==> src/rtl/multicycle_main_fsm.sv <==
// multicycle_main_fsm: multicycle ARM main control FSM with optional memory wait-state handshake,
// undefined-op flag and retired-instruction counter.
module multicycle_main_fsm #(
    parameter int MEM_HANDSHAKE = 1,
    parameter int CNT_W         = 32
) (
    input  logic             clk,
    input  logic             reset,
    input  logic [1:0]       Op,
    input  logic [5:0]       Funct,
    input  logic             MemReady,
    output logic             IRWrite,
    output logic             NextPC,
    output logic             AdrSrc,
    output logic             ALUSrcA,
    output logic [1:0]       ALUSrcB,
    output logic [1:0]       ResultSrc,
    output logic             ALUOp,
    output logic             Branch,
    output logic             RegW,
    output logic             MemW,
    output logic             Undef,
    output logic             InstrDone,
    output logic [CNT_W-1:0] InstrCount,
    output logic [3:0]       State
);
    typedef enum logic [3:0] {
        FETCH  = 4'd0,
        DECODE = 4'd1,
        MEMADR = 4'd2,
        MEMRD  = 4'd3,
        MEMWB  = 4'd4,
        MEMWR  = 4'd5,
        EXECR  = 4'd6,
        EXECI  = 4'd7,
        ALUWB  = 4'd8,
        BRANCH = 4'd9
    } state_t;

    state_t st;
    logic   ready;
    logic   unused_funct;

    assign ready        = (MEM_HANDSHAKE != 0) ? MemReady : 1'b1;
    assign unused_funct = ^Funct[4:1];
    assign State        = st;

    always_ff @(posedge clk or posedge reset) begin
        if (reset) begin
            st         <= FETCH;
            InstrCount <= '0;
        end else begin
            if (InstrDone)
                InstrCount <= InstrCount + CNT_W'(1);
            case (st)
                FETCH:   st <= ready ? DECODE : FETCH;
                DECODE:  st <= (Op == 2'b01) ? MEMADR :
                               (Op == 2'b10) ? BRANCH :
                               (Op == 2'b11) ? FETCH  :
                               Funct[5]      ? EXECI  : EXECR;
                MEMADR:  st <= Funct[0] ? MEMRD : MEMWR;
                MEMRD:   st <= ready ? MEMWB : MEMRD;
                MEMWR:   st <= ready ? FETCH : MEMWR;
                EXECR:   st <= ALUWB;
                EXECI:   st <= ALUWB;
                default: st <= FETCH;
            endcase
        end
    end

    // Moore decode of the state register; only fetch strobes, Undef and InstrDone look at inputs
    always_comb begin
        IRWrite   = 1'b0;
        NextPC    = 1'b0;
        AdrSrc    = 1'b0;
        ALUSrcA   = 1'b0;
        ALUSrcB   = 2'b00;
        ResultSrc = 2'b00;
        ALUOp     = 1'b0;
        Branch    = 1'b0;
        RegW      = 1'b0;
        MemW      = 1'b0;
        Undef     = 1'b0;
        InstrDone = 1'b0;
        case (st)
            FETCH: begin
                ALUSrcA   = 1'b1;
                ALUSrcB   = 2'b10;
                ResultSrc = 2'b10;
                IRWrite   = ready & ~reset;
                NextPC    = ready & ~reset;
            end
            DECODE: begin
                ALUSrcA   = 1'b1;
                ALUSrcB   = 2'b10;
                ResultSrc = 2'b10;
                Undef     = (Op == 2'b11);
                InstrDone = (Op == 2'b11);
            end
            MEMADR: ALUSrcB = 2'b01;
            MEMRD:  AdrSrc  = 1'b1;
            MEMWB: begin
                ResultSrc = 2'b01;
                RegW      = 1'b1;
                InstrDone = 1'b1;
            end
            MEMWR: begin
                AdrSrc    = 1'b1;
                MemW      = 1'b1;
                InstrDone = ready;
            end
            EXECR:  ALUOp = 1'b1;
            EXECI: begin
                ALUSrcB = 2'b01;
                ALUOp   = 1'b1;
            end
            ALUWB: begin
                RegW      = 1'b1;
                InstrDone = 1'b1;
            end
            BRANCH: begin
                ALUSrcB   = 2'b01;
                ResultSrc = 2'b10;
                Branch    = 1'b1;
                InstrDone = 1'b1;
            end
            default: ;
        endcase
    end
endmodule

==> config.mk <==
export PLATFORM = sky130hd
export DESIGN_NAME = multicycle_main_fsm
export DESIGN_NICKNAME = d
export VERILOG_FILES = /design/src/rtl/multicycle_main_fsm.sv
export SDC_FILE = /design/constraint.sdc
export NUM_CORES = 1
export LEC_CHECK = 0
export ABC_AREA = 1
export CAP_MARGIN = 20
export CORE_MARGIN = 8
export CORE_UTILIZATION = 53
export DETAILED_ROUTE_END_ITERATION = 10
export PLACE_DENSITY = 0.82
export SLEW_MARGIN = 20
export SYNTH_ARGS = -nofsm -noshare
export SYNTH_HDL_FRONTEND = slang
export SYNTH_SLANG_ARGS = --single-unit
==> constraint.sdc <==
create_clock -name clk -period 2.5 [get_ports clk]
set_clock_uncertainty 0.15 [all_clocks]
set_input_delay 0.625 -clock clk [delete_from_list [all_inputs] [get_ports clk]]
set_output_delay 0.625 -clock clk [all_outputs]
set_load 0.01 [all_outputs]
# After elaboration in Yosys (flattened, before gate mapping)
# Cells that the tools add are included.
[classes]
mux = 20
n_addsub = 1
eq_ne = 12
bitwise_logic = 2
reduce_logical = 8
[ops]
columns = ["op", "count"]
rows = [
  ["32-bit by 1-bit adder with 32-bit output, second input constant", 1],
  ["4-bit case mux with 6 select lines", 1],
  ["4-bit by 3-bit == test with 1-bit output, second input constant", 4],
  ["3-bit two-way mux", 4],
  ["1-bit two-way mux", 10],
  ["3-bit OR reduction", 3],
  ["4-bit by 2-bit == test with 1-bit output, second input constant", 2],
  ["4-bit == test, second input constant", 2],
  ["4-bit two-way mux", 2],
  ["2-bit case mux with 2 select lines", 2],
  ["2-bit OR reduction", 4],
  ["2-bit == test, second input constant", 2],
  ["4-bit by 1-bit == test with 1-bit output, second input constant", 1],
  ["4-bit logical NOT", 1],
  ["1-bit case mux with 3 select lines", 1],
  ["2-bit by 1-bit == test with 1-bit output, second input constant", 1],
  ["1-bit bitwise AND", 1],
  ["1-bit inverter", 1],
]
[word_totals]
word_cells = 45
regBits = 36
inputBits = 11
output_inout_bits = 50

# Logic depth before layout (Yosys ltp)
# Gate-level depths: netlist (run 1).
[depth]
word_depth = 5
ltp_mapped = 9
mapped_depth_nobuf = 9

# Worst setup path before layout (run 1)
# OpenSTA, ideal clock, no wires.
[synth_timing]
path_kind = "register to output"
start = "reg st[3], in the netlist State[3]"
end = "out ALUSrcB[0]"
n_path_buf = 0
arrival_time_ps = 1198
path_stages_with_launch = 6
setup_slack_ps = 527
t_required_ps = 1725
cell_sequence = "dfrtp_1 > nor2_1 > inv_1 > nor3_1 > a31oi_1 > nand2_1"
[synth_between]
elab_chain_cells = 3
word_cells_on_any_way = 8
cone_classes = "eq/ne (4); mux (1); reduce/logical (3)"
[synth_lines]
columns = ["element", "line_no", "source"]
rows = [
  ["start: declaration", "40", "state_t st;"],
  ["start signal: assignment", "56", "FETCH: st <= ready ? DECODE : FETCH;"],
  ["start signal: assignment", "57", "DECODE: st <= (Op == 2'b01) ? MEMADR :"],
  ["start signal: assignment", "61", "MEMADR: st <= Funct[0] ? MEMRD : MEMWR;"],
  ["4-bit == test (tied with other cells)", "85", "case (st)"],
  ["3-bit OR reduction (no line) / 2-bit OR reduction (equally long branches)", "-", ""],
  ["2-bit case mux with 2 select lines *", "85", ""],
  ["end: declaration", "16", "output logic [1:0] ALUSrcB,"],
]
# Every way passes the cells marked *; elsewhere a longest branch is shown, timed or not.

# Final worst setup path (run 1)
[layout_timing]
start = "in Op[0]"
end = "out Undef"
[layout_between]
elab_chain_cells = 2
[layout_lines]
columns = ["element", "line_no", "source"]
rows = [
  ["start: declaration", "9", "input logic [1:0] Op,"],
  ["2-bit == test", "97", "Undef = (Op == 2'b11);"],
  ["1-bit two-way mux", "85", ""],
  ["end: declaration", "22", "output logic Undef,"],
]
# Every way passes these cells.

==> results of run 1 <==
==> flip-flops by register name, summed over array words and instances (netlist names) <==
| signal | cells |
|---|---|
| InstrCount | 32 |
| State | 4 |
==> synthesized netlist by cell type <==
cell,instances,share of area [%]
a31oi_1,1,0.26
buf_4,2,0.62
nand4_4,1,0.87
nor2_4,1,0.46
ha_1,1,0.51
a31o_2,1,0.36
o211ai_1,1,0.31
dfrtp_1,36,37
o21ai_1,3,0.62
nand3_2,4,1.6
xnor2_1,3,1.1
nor3_2,1,0.41
nand2_1,150,23
nor3_1,4,0.82
nand4_1,6,1.5
buf_6,6,2.8
nand2_2,2,0.51
xor2_2,1,0.67
nor2_1,45,6.9
nand3b_1,22,6.8
o21ai_0,1,0.21
or2_2,1,0.26
nor2_2,2,0.51
inv_2,2,0.31
a21oi_1,1,0.21
inv_1,57,8.8
nand3_1,12,2.5
==> layout by cell type (no fill, tap or decap), types with 7 or more instances in the layout <==
master / synthesis / final
buf_4: 2 / 13
nand2_1: 150 / 150
nand3b_1: 22 / 22
nor2_1: 45 / 40
nand3_1: 12 / 12
inv_1: 57 / 56
nor2_2: 2 / 7
dfrtp_1: 36 / 35
clkdlybuf4s50_1: 0 / 42
clkbuf_8: 0 / 7
dlygate4sd2_1: 0 / 9
==> worst max-delay path: stages <==
cell             delay (ns)
clkdlybuf4s50_1        0.48
nand2_1                0.06
inv_1                  0.06
nand3_2                0.12
inv_1                  0.07
clkdlybuf4s15_1        0.23
==> kinds of logic after synthesis <==
family	share of synthesized area, %
simple gates	46.3
buf+inv	12.5
flops	37.0
compound gates	1.95
xor+xnor	1.75
fa+ha+maj	0.514
==> stage by stage <==
stage / utilization (%) / area (um^2)
2_1_floorplan: - / 2440
3_3_place_gp: 69.5 / 3050
3_5_place_dp: 69.5 / 3050
4_1_cts: 72.6 / 3180
5_1_grt: 72.7 / 3190
6_report: 72.7 / 3190
==> cell type report <==
| class | instances | area (um^2) | share of cell area [%] |
|---|---|---|---|
| multi-input combinational | 264 | 1250 | 39.3 |
| timing repair buffer | 69 | 649 | 20.4 |
| clock buffer | 7 | 96.3 | 3.02 |
| tap | 52 | 65.1 | 2.04 |
| inverter | 59 | 221 | 6.95 |
| sequential | 36 | 902 | 28.3 |
==> final timing paths <==
kind | startpoint | to | slack [ns] | depth (start not counted)
worst max-delay path | Op[0] | Undef | 0.07 | 6
min in group asynchronous | reset | State[0]$_DFF_PP0_ | 0.62 | 3
worst min-delay path | InstrCount[30]$_DFFE_PP0P_ | InstrCount[30]$_DFFE_PP0P_ | 0.39 | 2
max in group asynchronous | reset | State[1]$_DFF_PP0_ | 1.24 | 3
worst min register to register | InstrCount[30]$_DFFE_PP0P_ | InstrCount[30]$_DFFE_PP0P_ | 0.39 | 2
worst max register to register | State[1]$_DFF_PP0_ | InstrCount[15]$_DFFE_PP0P_ | 0.44 | 8
==> routing by layer <==
| layer | wire [um] | vias to the layer above | global-route usage, % |
|---|---|---|---|
| met5 | 0 | - | 0 |
| met4 | 97 | 0 | 6.59 |
| li1 | - | 1247 | - |
| met2 | 3180 | 89 | 32.3 |
| met3 | 430 | 13 | 4.30 |
| met1 | 2690 | 1171 | 21.6 |
==> repair_timing <==
item	CTS	global route
setup buffers	4	0
endpoints found under the setup margin	11	6
endpoints found under the hold margin	0	0
pin swaps	2	0
resized for setup	19	7
==> where the power goes <==
group          switching, mW  internal (mW)
sequential            0.0813          0.644
combinational          0.571          0.407
clock                  0.209          0.246
==> results.json, run 1 <==
{
  "cp.required_ns": 1.73,
  "final_hold_viol_count": 0,
  "cts_buffer_depth": 2,
  "slew_viol_final": 0,
  "ctsHoldBuffers": 0,
  "drc_errors": 0,
  "drt_iter0_markers": 197,
  "setup_viol": 0,
  "holdCritPathClass": "flip-flop to flip-flop",
  "syn_nets": 379,
  "p_leak_nw": 1.71,
  "startpoint_type": "input port",
  "gp_congestion": 0.847,
  "cp-end-kind": "primary output",
  "synth.avg_cell_area_um2": 6.64,
  "finalPower_mw": 2.16,
  "netlist_instances": 367,
  "antennaDiodeCount": 0,
  "grt_pass1_wl_mm": 11.0,
  "ir_worst_vdd_uv": 864,
  "io_pins": 61,
  "grt_pass1_vias": 2457,
  "rows": 24,
  "worst_slack_ns": 0.0722,
  "yosysWarningCount": 0,
  "ant_nets": 0,
  "wire_per_inst_um": 13.1,
  "die_x_um": 83.8,
  "syn_to_final_growth_pct": 30.9,
  "cp_max_fo": 3,
  "cts_inserted_buffers": 5,
  "outcome": "complete, no violations",
  "yosysSeqAreaShare_pct": 37.0,
  "wl_mm": 6.40,
  "viasPerCell": 5.17,
  "cts_max_level": 2,
  "place_ws_ns": -0.285,
  "dieHeight_um": 83.8,
  "clock_latency_ns": 0.29,
  "firstDrtPassIters": 4,
  "tns_ns": 0,
  "synth.cell_area_mm2": 0.00244,
  "start_util_pct": 55.6,
  "dieArea_mm2": 0.00702,
  "final_cells": 487,
  "worstPathArrival_ns": 1.65,
  "min_period_over_period_pct": 97.1,
  "fmax_ghz": 0.412,
  "cts_tree": "yes",
  "layout.nets": 447,
  "period_minus_slack_ns": 2.43,
  "ys_types": 27,
  "whs_ns": 0.388,
  "grt_max_degree": 63,
  "dp_hpwl_mm": 4.61,
  "dp_cells": 476,
  "worst-setup-path-type": "input port to primary output",
  "slew_headroom_pct": 60.6,
  "n_fill_cell": 374,
  "grt_remaining_overflow": 0,
  "drive_gt1_share_pct": 10.6,
  "tightest_slew_ns": 0.592,
  "synth_seq_cells": 36,
  "vias": 2520,
  "p_per_area_mw_per_mm2": 677,
  "grt_usage_pct": 18.6,
  "clkTransAtPathRegs_ns": 0.07,
  "cap_violations": 0,
  "cts-root-buf": "clkbuf_8",
  "io_buffers": 56,
  "cts_num_sinks": 36,
  "core_mm2": 0.00438,
  "antenna_found_initial": 0
}
No activity file was read; power rests on OpenSTA's default activity.
==> run 2, diff against run 1 <==
CTS_CLUSTER_DIAMETER = 120   (was unset)
==> results of run 2 <==
The final DEF is identical to that of run 1; final timing and power are the same.
==> run 3, diff against run 2 <==
SKIP_CTS_REPAIR_TIMING = 1   (was unset)
==> run 3 against run 2 <==
Compared with the run above: clock power barely moved; first-iteration DRC count fell by 3.0%; fmax fell by 0.31%; wire length fell by 1.7%; critical endpoint is now ALUSrcA; worst setup slack got worse by 0.0075 ns; via count fell by 0.79%; design area rose by 0.75%; combinational power barely moved; cell count fell by 0.41%.
==> results.json, run 3 (same netlist as run 1, synthesis figures left out) <==
{
  "cp.required_ns": 1.73,
  "firstDrtPassIters": 4,
  "min_period_over_period_pct": 97.4,
  "setup_viol": 0,
  "clock_latency_ns": 0.29,
  "crit_start": "State[2]$_DFF_PP0_",
  "grt_pass1_vias": 2415,
  "grt_pass1_wl_mm": 10.6,
  "io_pins": 61,
  "io_buffers": 56,
  "endpoint": "ALUSrcA",
  "worstPathArrival_ns": 1.66,
  "slew_viol_final": 0,
  "cp_max_fo": 6,
  "dp_hpwl_mm": 4.61,
  "r2r_cells": 9,
  "netSwitchingFraction_pct": 39.3,
  "slew_headroom_pct": 60.6,
  "grt_remaining_overflow": 0,
  "wl_mm": 6.29,
  "cp.depth": 4,
  "drc_errors": 0,
  "final_cells": 485,
  "final_hold_viol_count": 0,
  "start_util_pct": 55.6,
  "worst_path_max_delay_cell": "clkdlybuf4s50_1",
  "pwr-share-seq_pct": 33.8,
  "wire_per_inst_um": 13.0,
  "fmax_ghz": 0.411,
  "rows": 24,
  "r2r-start": "State[0]$_DFF_PP0_",
  "regMostFlops": "InstrCount",
  "reg2reg_slack_ns": 0.41,
  "antenna_found_initial": 0,
  "min_from": "InstrCount[22]$_DFFE_PP0P_",
  "dp_cells": 476,
  "finalPower_mw": 2.17,
  "drive_gt1_share_pct": 9.47,
  "cp-end-kind": "primary output",
  "cts_buffer_depth": 2,
  "ant_nets": 0,
  "cts_tree": "yes",
  "startpoint_type": "flip-flop",
  "largest_reg_flops": 32,
  "holdCritPathClass": "flip-flop to flip-flop",
  "worst-setup-path-type": "flip-flop to primary output",
  "clkTransAtPathRegs_ns": 0.07,
  "p_per_area_mw_per_mm2": 674,
  "mostFrequentLayoutCells": "nand2_1 (150), inv_1 (56), clkdlybuf4s50_1 (44)",
  "p_sw_mw": 0.852,
  "critical_path_buf_inv_count": 2,
  "tightest_slew_ns": 0.591,
  "cp_cell_sequence": "nor2_2 > inv_2 > nor2_1 > clkdlybuf4s50_1",
  "p_int_mw": 1.31,
  "period_minus_slack_ns": 2.44,
  "r2r-end": "InstrCount[15]$_DFFE_PP0P_",
  "cts-root-buf": "clkbuf_8",
  "outcome": "complete, no violations",
  "gp_congestion": 0.847,
  "dieArea_mm2": 0.00702,
  "dieHeight_um": 83.8,
  "grt_max_degree": 63,
  "place_ws_ns": -0.285,
  "worst_slack_ns": 0.0647,
  "p_leak_nw": 1.82,
  "power_frac_comb_pct": 45.3,
  "grt_usage_pct": 17.8,
  "antennaDiodeCount": 0,
  "cts_max_level": 2,
  "syn_to_final_growth_pct": 31.8,
  "viasPerCell": 5.15,
  "ir_worst_vdd_uv": 959,
  "cp_top_family": "buffers and inverters",
  "die_x_um": 83.8,
  "layout_commonest_cell": "nand2_1",
  "vias": 2500,
  "drt_iter0_markers": 191,
  "final_util_pct": 73.3,
  "clkPwrFrac_pct": 21.0,
  "critPathMaxStageDelay_ns": 0.56,
  "cts_num_sinks": 36,
  "cap_violations": 0,
  "core_mm2": 0.00438,
  "cts_inserted_buffers": 5,
  "layout.nets": 445
}
## run 3: final cells by class
type | count | area [um^2]
clock buffer | 7 | 96.3
timing repair buffer | 67 | 673
sequential | 36 | 902
inverter | 59 | 221
multi-input combinational | 264 | 1250
fill | 367 | 1170
tap | 52 | 65.1
## run 3: per-stage QoR
stage | cell area, um^2 | hold slack [ns] | TNS (ns)
final | 3210 | 0.394 | 0
after global routing | 3210 | 0.414 | -0.102
after CTS | 3140 | 0.386 | -1.87
after detailed placement | 3050 | 0.354 | -1.09
after global placement | 3050 | 0.327 | -0.967
after floorplan | 2440 | 0.371 | 0
## run 3: worst min-delay path by stage
stage | to | depth (start not counted)
floorplan | InstrCount[31]$_DFFE_PP0P_ | 2
global placement | InstrCount[31]$_DFFE_PP0P_ | 2
detailed placement | InstrCount[31]$_DFFE_PP0P_ | 2
CTS | InstrCount[31]$_DFFE_PP0P_ | 2
global route | InstrCount[12]$_DFFE_PP0P_ | 2
finish | InstrCount[22]$_DFFE_PP0P_ | 2
## run 3: power by group through the flow
stage | clock network (mW) | logic [mW] | registers, mW
3_3_place_gp | 0 | 0.923 | 0.734
4_1_cts | 0.471 | 0.946 | 0.727
5_1_grt | 0.493 | 1.07 | 0.739
6_report | 0.454 | 0.980 | 0.732
3_5_place_dp | 0 | 0.939 | 0.737
2_1_floorplan | 0 | 0.616 | 0.754
## run 3: worst min-delay path, delay by kind of cell, from the launching register on
kind,cells,cell delay [ns]
flops,1,0.40
simple gates,2,0.11
## run 3: per-layer routing
| metal | share of wire (%) | GRT usage (%) | up-vias |
|---|---|---|---|
| met1 | 43 | 21.6 | 1175 |
| li1 | - | - | 1248 |
| met2 | 49 | 29.6 | 69 |
| met3 | 6.3 | 4.30 | 8 |
| met4 | 1.1 | 6.75 | 0 |
| met5 | 0 | 0 | - |
